--- src/rtl/plot_write_receiver.sv ---
// Pixel-plot receiver: buffers plots in a FIFO, clips them to the screen, writes y*160+x into the framebuffer.
// Optional full-screen clear sweep when CLEAR_SCREEN_EN is defined. States: IDLE=write stage empty | WRITE=mem_we up | CLEAR=sweep.
module plot_write_receiver #(
    parameter int FIFO_DEPTH = 4,
    parameter int SCREEN_W   = 160,
    parameter int SCREEN_H   = 120
`ifdef CLEAR_SCREEN_EN
    ,
    parameter logic [2:0] CLEAR_COLOUR = 3'b000
`endif
) (
    input  logic        clock,
    input  logic        reset,
    input  logic [7:0]  x_in,
    input  logic [6:0]  y_in,
    input  logic [2:0]  colour_in,
    input  logic        plot_in,
    output logic        ready_out,
    output logic [14:0] mem_addr,
    output logic [2:0]  mem_data,
    output logic        mem_we,
    input  logic        mem_busy,
    output logic [2:0]  fifo_level,
    output logic [7:0]  drop_count,
    output logic [7:0]  clip_count
`ifdef CLEAR_SCREEN_EN
    ,
    input  logic        clear_req,
    output logic        clear_done
`endif
);

    localparam int         PTR_W      = $clog2(FIFO_DEPTH);
    localparam logic [2:0] LEVEL_FULL = 3'(FIFO_DEPTH);
    localparam logic [1:0] ST_IDLE    = 2'd0;
    localparam logic [1:0] ST_WRITE   = 2'd1;
`ifdef CLEAR_SCREEN_EN
    localparam logic [1:0]  ST_CLEAR  = 2'd2;
    localparam logic [14:0] LAST_ADDR = 15'(SCREEN_W * SCREEN_H - 1);
`endif

    logic [17:0]      r_fifo [FIFO_DEPTH];
    logic [PTR_W-1:0] r_wr_ptr;
    logic [PTR_W-1:0] r_rd_ptr;
    logic [2:0]       r_level;
    logic [1:0]       r_state;
    logic [14:0]      r_addr;
    logic [2:0]       r_data;
    logic [7:0]       r_drop;
    logic [7:0]       r_clip;

    logic [17:0] w_head;
    logic [7:0]  w_hx;
    logic [6:0]  w_hy;
    logic [2:0]  w_hc;
    logic        w_clearing;
    logic        w_start_clear;
    logic        w_push;
    logic        w_pop;
    logic        w_offscreen;
    logic        w_load;
    logic        w_write_done;
    logic [14:0] w_addr;

    assign w_head = r_fifo[r_rd_ptr];
    assign w_hx   = w_head[17:10];
    assign w_hy   = w_head[9:3];
    assign w_hc   = w_head[2:0];

`ifdef CLEAR_SCREEN_EN
    assign w_clearing    = (r_state == ST_CLEAR);
    assign w_start_clear = (r_state == ST_IDLE) && clear_req;
`else
    assign w_clearing    = 1'b0;
    assign w_start_clear = 1'b0;
`endif

    // Full check uses only the registered level, so a same-cycle pop never frees a slot.
    assign ready_out    = (r_level != LEVEL_FULL) && !w_clearing;
    assign w_push       = plot_in && ready_out;
    assign w_write_done = (r_state == ST_WRITE) && !mem_busy;
    assign w_pop        = (r_level != 3'd0) &&
                          (((r_state == ST_IDLE) && !w_start_clear) || w_write_done);
    assign w_offscreen  = (w_hx >= 8'(SCREEN_W)) || (w_hy >= 7'(SCREEN_H));
    assign w_load       = w_pop && !w_offscreen;
    assign w_addr       = 15'({w_hy, 7'b0}) + 15'({w_hy, 5'b0}) + 15'(w_hx);

    always_ff @(posedge clock) begin
        if (w_push) begin
            r_fifo[r_wr_ptr] <= {x_in, y_in, colour_in};
        end
    end

    always_ff @(posedge clock) begin
        if (reset) begin
            r_wr_ptr <= '0;
            r_rd_ptr <= '0;
            r_level  <= 3'd0;
            r_drop   <= 8'd0;
            r_clip   <= 8'd0;
        end else begin
            if (w_push) r_wr_ptr <= r_wr_ptr + PTR_W'(1);
            if (w_pop)  r_rd_ptr <= r_rd_ptr + PTR_W'(1);
            case ({w_push, w_pop})
                2'b10:   r_level <= r_level + 3'd1;
                2'b01:   r_level <= r_level - 3'd1;
                default: r_level <= r_level;
            endcase
            if (plot_in && !ready_out && (r_drop != 8'hFF)) r_drop <= r_drop + 8'd1;
            if (w_pop && w_offscreen && (r_clip != 8'hFF)) r_clip <= r_clip + 8'd1;
        end
    end

    always_ff @(posedge clock) begin
        if (reset) begin
            r_state <= ST_IDLE;
            r_addr  <= 15'd0;
            r_data  <= 3'd0;
        end else begin
            case (r_state)
                ST_IDLE, ST_WRITE: begin
`ifdef CLEAR_SCREEN_EN
                    if (w_start_clear) begin
                        r_state <= ST_CLEAR;
                        r_addr  <= 15'd0;
                        r_data  <= CLEAR_COLOUR;
                    end else
`endif
                    if (w_load) begin
                        r_state <= ST_WRITE;
                        r_addr  <= w_addr;
                        r_data  <= w_hc;
                    end else if (w_write_done) begin
                        r_state <= ST_IDLE;
                    end
                end
`ifdef CLEAR_SCREEN_EN
                ST_CLEAR: begin
                    if (!mem_busy) begin
                        if (r_addr == LAST_ADDR) r_state <= ST_IDLE;
                        else                     r_addr  <= r_addr + 15'd1;
                    end
                end
`endif
                default: r_state <= ST_IDLE;
            endcase
        end
    end

`ifdef CLEAR_SCREEN_EN
    logic r_clear_done;

    always_ff @(posedge clock) begin
        if (reset) r_clear_done <= 1'b0;
        else       r_clear_done <= w_clearing && !mem_busy && (r_addr == LAST_ADDR);
    end

    assign clear_done = r_clear_done;
`endif

    assign mem_we     = (r_state != ST_IDLE);
    assign mem_addr   = r_addr;
    assign mem_data   = r_data;
    assign fifo_level = r_level;
    assign drop_count = r_drop;
    assign clip_count = r_clip;

endmodule
--- config.mk ---
export PLATFORM = sky130hd
export DESIGN_NAME = plot_write_receiver
export DESIGN_NICKNAME = d
export VERILOG_FILES = /design/src/rtl/plot_write_receiver.sv
export SDC_FILE = /design/constraint.sdc
export NUM_CORES = 1
export LEC_CHECK = 0
export CORE_MARGIN = 4
export CORE_UTILIZATION = 50
export CTS_BUF_LIST = sky130_fd_sc_hd__clkbuf_4 sky130_fd_sc_hd__clkbuf_8 sky130_fd_sc_hd__clkbuf_16
export CTS_CLUSTER_SIZE = 16
export DETAILED_ROUTE_END_ITERATION = 10
export HOLD_SLACK_MARGIN = 0.02
export PLACE_DENSITY = 0.77
export SETUP_SLACK_MARGIN = 0.05
export SYNTH_ARGS = -nofsm -noshare
export SYNTH_HDL_FRONTEND = slang
export SYNTH_SLANG_ARGS = --single-unit
export TNS_END_PERCENT = 50
--- constraint.sdc ---
create_clock -name clock -period 3.2 [get_ports clock]
set_clock_uncertainty 0.1 [all_clocks]
set_input_delay 0.32 -clock clock [delete_from_list [all_inputs] [get_ports clock]]
set_output_delay 0.32 -clock clock [all_outputs]
set_load 0.03 [all_outputs]
=== After elaboration in Yosys (flattened, before gate mapping) ===
Memories as Yosys holds them, arrays and structs flattened. A register that Yosys moved wholly into a read port is not among the register bits.
Cells that the tools add are included.

* Input bits: 22
* Register bits after elaboration: 42
* RAM bits: 72
* Output and inout port bits: 39
* Memories kept: 1

{| class="wikitable"
|+ Memories
! memory !! depth !! bits a word !! rd ports !! clocked after Yosys merged registers in !! write ports !! line !! text
|-
| r_fifo || 4 || 18 || 1 || 1 || 1 || 42 || <nowiki>logic [17:0] r_fifo [FIFO_DEPTH];</nowiki>
|}

* Muxes and demuxes: 7
* Reductions and logical operators: 20
* Add/subtract/negate cells: 8
* Equal/unequal tests: 5
* Bitwise gates (word level): 1
* Magnitude comparators: 2

{| class="wikitable"
|+ Operator list
! kind !! count
|-
| $add A8 B1 Y8 const B || 2
|-
| $ne A8 B8 Y1 const B || 2
|-
| $add A14 B12 Y15 || 1
|-
| $add A15 B8 Y15 || 1
|-
| $ge A8 B8 Y1 const B || 1
|-
| $logic_and A1 B1 Y1 || 8
|-
| $ge A7 B7 Y1 const B || 1
|-
| $pmux W3 S2 || 1
|-
| $add A2 B1 Y2 const B || 2
|-
| $mux W1 || 4
|-
| $mux W2 || 2
|-
| $reduce_bool A2 Y1 || 2
|-
| $reduce_or A2 Y1 || 2
|-
| $add A3 B1 Y3 const B || 1
|-
| $logic_not A1 Y1 || 3
|-
| $ne A3 B3 Y1 const B || 1
|-
| $reduce_bool A3 Y1 || 1
|-
| $sub A3 B1 Y3 const B || 1
|-
| $eq A2 B1 Y1 const B || 1
|-
| $eq A2 B2 Y1 const B || 1
|-
| $logic_not A2 Y1 || 1
|-
| $logic_or A1 B1 Y1 || 2
|-
| $reduce_and A2 Y1 || 1
|-
| $not A1 Y1 || 1
|}

=== Depth between registers and ports, before layout ===
Gate-level depths: netlist of the first run.

* Depth after elaboration: 6
* Gate-level depth with buffers: 12
* Gate-level depth less buffers: 10

=== Least setup slack after synthesis of the first run ===
OpenSTA, ideal clock, no wires.

* Path kind: flip-flop to flip-flop
* Start point: register with a tool-made name
* End point: register r_addr[12] (netlist: mem_addr[12])
* Data required time: 3,033 ps
* Slack: -169 ps
* Library setup time: 67 ps
* Arrival: 3,202 ps
* Stages on the path, launching flop included: 12
* Path through: dfxtp_1 -> buf_6 -> buf_2 -> mux4_2 -> ha_1 -> ha_1 -> fa_1 -> a211oi_1 -> nor2_1 -> o31a_1 -> a211o_1 -> a21oi_2

{| class="wikitable"
|+ RTL lines
! what !! line !! text
|-
| end signal: assignment || 131 || <nowiki>r_addr <= w_addr;</nowiki>
|-
| end: declaration || 47 || <nowiki>logic [14:0] r_addr;</nowiki>
|}

==> qor.yml, run 1 <==
run_status: "complete, no violations"
seqPwrFrac: 0.308
syn_inst: 346
min_path_type: "primary input to flip-flop"
dp_hpwl_mm: 6.28
clk-insertion-delay-late_ns: 0.50
core_area_sq_um: 9420
worstSetupStartpointType: "flip-flop"
grt_pass1_wl_mm: 15.7
whs_endpoint: "clip_count[3]"
yosysWarningCount: 0
leakage_nw: 2.32
synth_top_area_cell: "edfxtp_1"
period_share: 0.945
max_cap_violations: 0
antenna_found_initial: 0
drc_errors: 0
avgSynthCellArea_sq_um: 14.3
relSlewSlack: 0.392
ios: 61
synth_nets: 391
path_clk_slew_ns: 0.06
cp_max_fo: 6
swShare: 0.341
p_per_area_nw_per_um2: 993
place_area_sq_um: 5720
num_rows: 35
r2r-end: "mem_addr[12]"
hold_violations: 0
viasPerCell: 5.34
max_freq_mhz: 331
critical_path_class: "flip-flop to flip-flop"
vias: 3040
internal_power_mw: 4.18
drive_gt1_frac: 0.180
rsz0062_at_grt: "no"
drt_iter0_markers: 162
num_antenna_cells: 0
wirelength_mm: 9.61
drtAntennaViolNets: 0
setup_viol: 0
min-delay-start: "reset"
whs_path_depth: 2
synth_area_sq_um: 4930
fin_util: 0.678
area_growth_pct: 29.3
die_area_sq_um: 11500
synth_edf_count: 72
regToRegSetupSlack_ns: 0.18
combPwrFrac: 0.394
critPathArrivalTime_ns: 3.34
dieHeight_um: 107
slew_viol_final: 0
wl_per_cell_um: 16.9
cts-root-buf: "clkbuf_8"
total_power_mw: 6.34
ir_worst_vdd_mv: 0.518
fin_tns_setup_ns: 0
grt_pass1_vias: 3147
cts_buffers: 17
overflow: 0
fillers: 642
yosys-top-cells-count: "72 x edfxtp_1, 44 x dfxtp_1, 37 x nor2_1"
async_reset_ff_frac: 0
numClockSinks: 116
place_congestion: 0.793
crit_path_end_kind: "flip-flop"
crit_chain: "buf_12 -> mux4_2 -> buf_4 -> ha_1 -> ha_1 -> a211oi_2 -> nor2_2 -> o31a_1 -> a211o_1 -> a21oi_2"
fin_crit_ns: 3.02
cpMostUsedCell: "ha_1"
h-tree-depth: 4
yosysSeqAreaShare: 0.617
clk_path_buf_depth: 2
first_pass_iters: 4
cts_tree: "done"
initial_core_util: 0.524
ys_types: 45
synth.most_common_cell: "edfxtp_1"
fin_nets: 472
cp.required_ns: 3.52
cp_slowest_cell: "mux4_2"
worstRegToRegCells: 10
holdWs_ns: 0.332
synth_top_area_frac: 0.438
tightest_slew_ns: 0.913
die_w_um: 107
portBuffers: 60
max_stage_delay_ns: 0.55
synth_top_cells_by_area: "edfxtp_1 44%, dfxtp_1 18%, mux4_2 8.2%, ha_1 5.1%, mux2i_1 3.0%"
p_clk_frac: 0.297
gr-usage-all-layers: 0.179
power_switching_mw: 2.16
finalInstanceArea_sq_um: 6380
synth_seq_cells: 116
synth_ff_type: "edfxtp_1"
grt_max_degree: 49
## critical path: cells and delay by family (launching register included)
family                     cells  cell delay (ns)
AOI/OAI and AO/OA              4             0.94
adders and majority gates      2             0.64
buffers and inverters          2             0.28
DFF                            1             0.37
muxes                          1             0.55
and+or+nand+nor                1             0.08
## metrics by stage
| step | worst slack, ns | cells |
|---|---|---|
| after detailed placement | -0.00118 | 534 |
| final | 0.177 | 569 |
| after floorplan | 0.0698 | 346 |
| after CTS | 0.0525 | 568 |
| after global routing | 0.0413 | 569 |
| after global placement | 0.0918 | 534 |
## placed cells by master (no fill, tap or decap), types with 3 or more instances in the layout
cell / n
edfxtp_1: 72
clkdlybuf4s50_1: 59
nor3_1: 4
inv_6: 3
ha_1: 18
mux4_2: 18
clkbuf_16: 16
xnor2_1: 10
and2_1: 7
a21oi_1: 10
or3_1: 4
o2111ai_1: 3
a211oi_1: 3
nor2_1: 36
xor2_1: 9
nand4_1: 3
buf_4: 12
inv_1: 16
nor2b_1: 4
o211ai_1: 3
bufinv_16: 3
dfxtp_1: 43
nand2_1: 14
nand3_1: 8
mux2i_1: 15
o21ai_0: 5
clkinv_4: 4
## power groups by stage
| stage | sequential (mW) | combinational, mW | clock [mW] |
|---|---|---|---|
| 4_1_cts | 1.95 | 2.48 | 1.92 |
| 6_report | 1.95 | 2.50 | 1.88 |
| 3_3_place_gp | 1.97 | 2.34 | 0 |
| 3_5_place_dp | 1.98 | 2.40 | 0 |
| 2_1_floorplan | 2.15 | 1.56 | 0 |
| 5_1_grt | 1.98 | 2.75 | 2.00 |
## sequential cells by signal (all words and copies together), names as in the netlist, named ones only
| register | cells |
|---|---|
| clip_count | 8 |
| drop_count | 8 |
| fifo_level | 3 |
| mem_addr | 15 |
| mem_data | 3 |
| r_fifo | 72 |
| r_rd_ptr | 2 |
| r_state | 1 |
| r_wr_ptr | 2 |
## area by class of cell
cell class                      count  area, sq um  share of cell area
Sequential cell                   116         3050               0.478
Multi-Input combinational cell    202         1790               0.281
Timing Repair Buffer               74          717               0.112
Clock buffer                       18          428              0.0671
Clock inverter                     14          175              0.0275
Tap cell                          129          161              0.0253
Inverter                           16         60.1             0.00941
## routing by layer
metal,GRT usage,part of all wire,up-vias
li1,-,-,1447
met1,0.215,0.43,1511
met2,0.311,0.52,76
met3,0.0516,0.045,6
met4,0.0541,0.0087,0
met5,0,0,-
## kinds of logic after synthesis
group                    count (synthesis)  synth area share
XOR/XNOR                                19            0.0337
adder cells (fa/ha/maj)                 23            0.0629
multiplexers                            35             0.117
flip-flops                             116             0.617
AND/OR/NAND/NOR                         88            0.0885
buffers and inverters                   28            0.0254
AO/OA/AOI/OAI                           37            0.0558
## worst max-delay path by stage
stage | start | slack, ns | to | cells after the start
floorplan | flip-flop | 0.07 | mem_addr[12] | 11
global placement | flip-flop | 0.09 | mem_addr[12] | 10
detailed placement | flip-flop | -0.001 | mem_addr[12] | 10
CTS | flip-flop | 0.05 | mem_addr[12] | 10
global route | flip-flop | 0.04 | mem_addr[12] | 9
finish | flip-flop | 0.18 | mem_addr[12] | 10
## timing repair
item,in CTS,in global routing
cloned,0,0
endpoints found under the setup margin,2,3
gates resized for setup,3,4
pin swaps,1,5
hold buffers,0,0
setup buffers,2,1
(Power assumes the default switching activity.)
==> run 2, diff against run 1 <==
--- a/config.mk
+++ b/config.mk
@@ -10,8 +10,9 @@
 export CTS_BUF_LIST = sky130_fd_sc_hd__clkbuf_4 sky130_fd_sc_hd__clkbuf_8 sky130_fd_sc_hd__clkbuf_16
 export CTS_CLUSTER_SIZE = 16
 export DETAILED_ROUTE_END_ITERATION = 10
+export DONT_BUFFER_PORTS = 1
 export HOLD_SLACK_MARGIN = 0.02
-export PLACE_DENSITY = 0.77
+export PLACE_DENSITY = 0.69
 export SETUP_SLACK_MARGIN = 0.05
 export SYNTH_ARGS = -nofsm -noshare
 export SYNTH_HDL_FRONTEND = slang
==> run 2 against run 1 <==
Compared with the run above:
- clock power is 8% lower
- wire length is 4.8% lower
- utilization is 4.6 points lower
- critical path depth stayed put
- total power is 6.1% lower
- flip-flop and latch count stayed put
- non-clock buffer count is 38 lower
- maximum frequency is 0.15% lower
- highest routed layer unchanged
==> qor.yml, run 2 (synthesis gave the netlist of run 1 again) <==
critical_path_class: "flip-flop to flip-flop"
drt_iter0_markers: 184
crit_chain: "buf_4 -> mux4_2 -> ha_4 -> ha_2 -> fa_2 -> a211oi_2 -> nor2_1 -> o31a_1 -> a211o_1 -> a21oi_2"
use_met2: 0.274
path_clk_slew_ns: 0.06
leakage_nw: 2.18
max_freq_mhz: 330
cts_tree: "done"
core_area_sq_um: 9420
met3_usage: 0.0690
ir_worst_vdd_mv: 0.508
wirelength_mm: 9.15
dp_hpwl_mm: 5.86
fillers: 687
fin_crit_ns: 3.03
total_power_mw: 5.95
slew_viol_final: 0
fin_nets: 434
gr-usage-all-layers: 0.170
crit_buf_inv: 1
fin_util: 0.632
first_pass_iters: 4
initial_core_util: 0.524
area_growth_pct: 20.5
worstSetupStartpointType: "flip-flop"
dieHeight_um: 107
num_antenna_cells: 0
layout_commonest_cell: "edfxtp_1"
fin_cells: 531
max_stage_delay_ns: 0.55
crit_path_end_kind: "flip-flop"
ios: 61
final_cell_mix: "72 x edfxtp_1, 44 x dfxtp_1, 37 x nor2_1"
relSlewSlack: 0.670
critPathArrivalTime_ns: 3.37
drtAntennaViolNets: 0
viasPerCell: 5.37
numClockSinks: 116
place_area_sq_um: 5120
timing.final.ws_setup_ns: 0.173
drive_gt1_frac: 0.197
fin_tns_setup_ns: 0
die_area_sq_um: 11500
rsz0062_at_grt: "no"
cts_buffers: 17
wl_per_cell_um: 17.2
cts-root-buf: "clkbuf_8"
period_share: 0.946
grt_pass1_vias: 2933
clk_path_buf_depth: 2
numPlacedInstances: 475
hold_violations: 0
grt_max_degree: 48
tightest_slew_ns: 0.493
place_congestion: 0.804
busiest_layer: "met2"
finalInstanceArea_sq_um: 5950
max_cap_violations: 0
p_per_area_nw_per_um2: 1000
largest_register_ffs: 72
critical-path-top-delay-family: "adder cells"
largest-register: "r_fifo"
holdWs_ns: 0.0546
portBuffers: 0
cp_slowest_cell: "mux4_2"
num_rows: 35
cp.required_ns: 3.54
cp_max_fo: 3
dpl_worst_slack_ns: 0.137
overflow: 0
grt_use_met1: 0.209
setup_viol: 0
min_path_type: "primary input to flip-flop"
h-tree-depth: 4
vias: 2851
run_status: "complete, no violations"
antenna_found_initial: 0
grt_pass1_wl_mm: 15.0
die_w_um: 107
clk-insertion-delay-late_ns: 0.51
drc_errors: 0
## run 2: cell count changes in the layout (fill, tap and decap cells not counted), sizes merged
cell / previous run / this run
bufinv: 3 / 1
clkdlybuf4s50: 59 / 0
buf: 15 / 16
dlygate4sd3: 0 / 20
inv: 19 / 20
clkinv: 6 / 7
## run 2: worst reg2reg max path, stage by stage, from the launching register on
cell and delay, ns:
dfxtp_1 0.32, buf_4 0.14, mux4_2 0.55, ha_4 0.26, ha_2 0.20, fa_2 0.42
a211oi_2 0.20, nor2_1 0.09, o31a_1 0.26, a211o_1 0.29, a21oi_2 0.12
## run 2: path summary, 6_finish.rpt
path          startpoint             to  slack (ns)  cells past startpoint
max            flip-flop   mem_addr[12]        0.17                     10
min              plot_in  drop_count[1]        0.05                      3
max reg2reg    flip-flop   mem_addr[12]        0.17                     10
min reg2reg  r_wr_ptr[1]    r_wr_ptr[1]        0.42                      2
## run 2: cell type report
class	instances	area [sq um]	share of cell area
sequential	116	3040	0.512
timing repair buffer	36	340	0.0572
multi-input combinational	202	1790	0.301
clock buffer	18	422	0.0709
clock inverter	14	129	0.0217
inverter	16	60.1	0.0101
tap	129	161	0.0271
## run 2: per-layer routing
| metal | vias up | wire (um) |
|---|---|---|
| li1 | 1376 | - |
| met4 | 0 | 92 |
| met3 | 6 | 638 |
| met5 | - | 0 |
| met1 | 1383 | 3880 |
| met2 | 86 | 4540 |
## run 2: timing repair
action / in CTS / in global routing
gates resized for setup: 0 / 6
setup buffers: 0 / 3
hold endpoints to repair: 116 / 0
hold buffers: 21 / 0
setup endpoints to repair: 0 / 3
## run 2: power by group
part	leakage, nW	internal, mW	total [mW]	switching (mW)
logic	0.889	0.956	2.05	1.09
registers	1.02	1.83	2.17	0.346
clock network	0.267	1.04	1.73	0.683
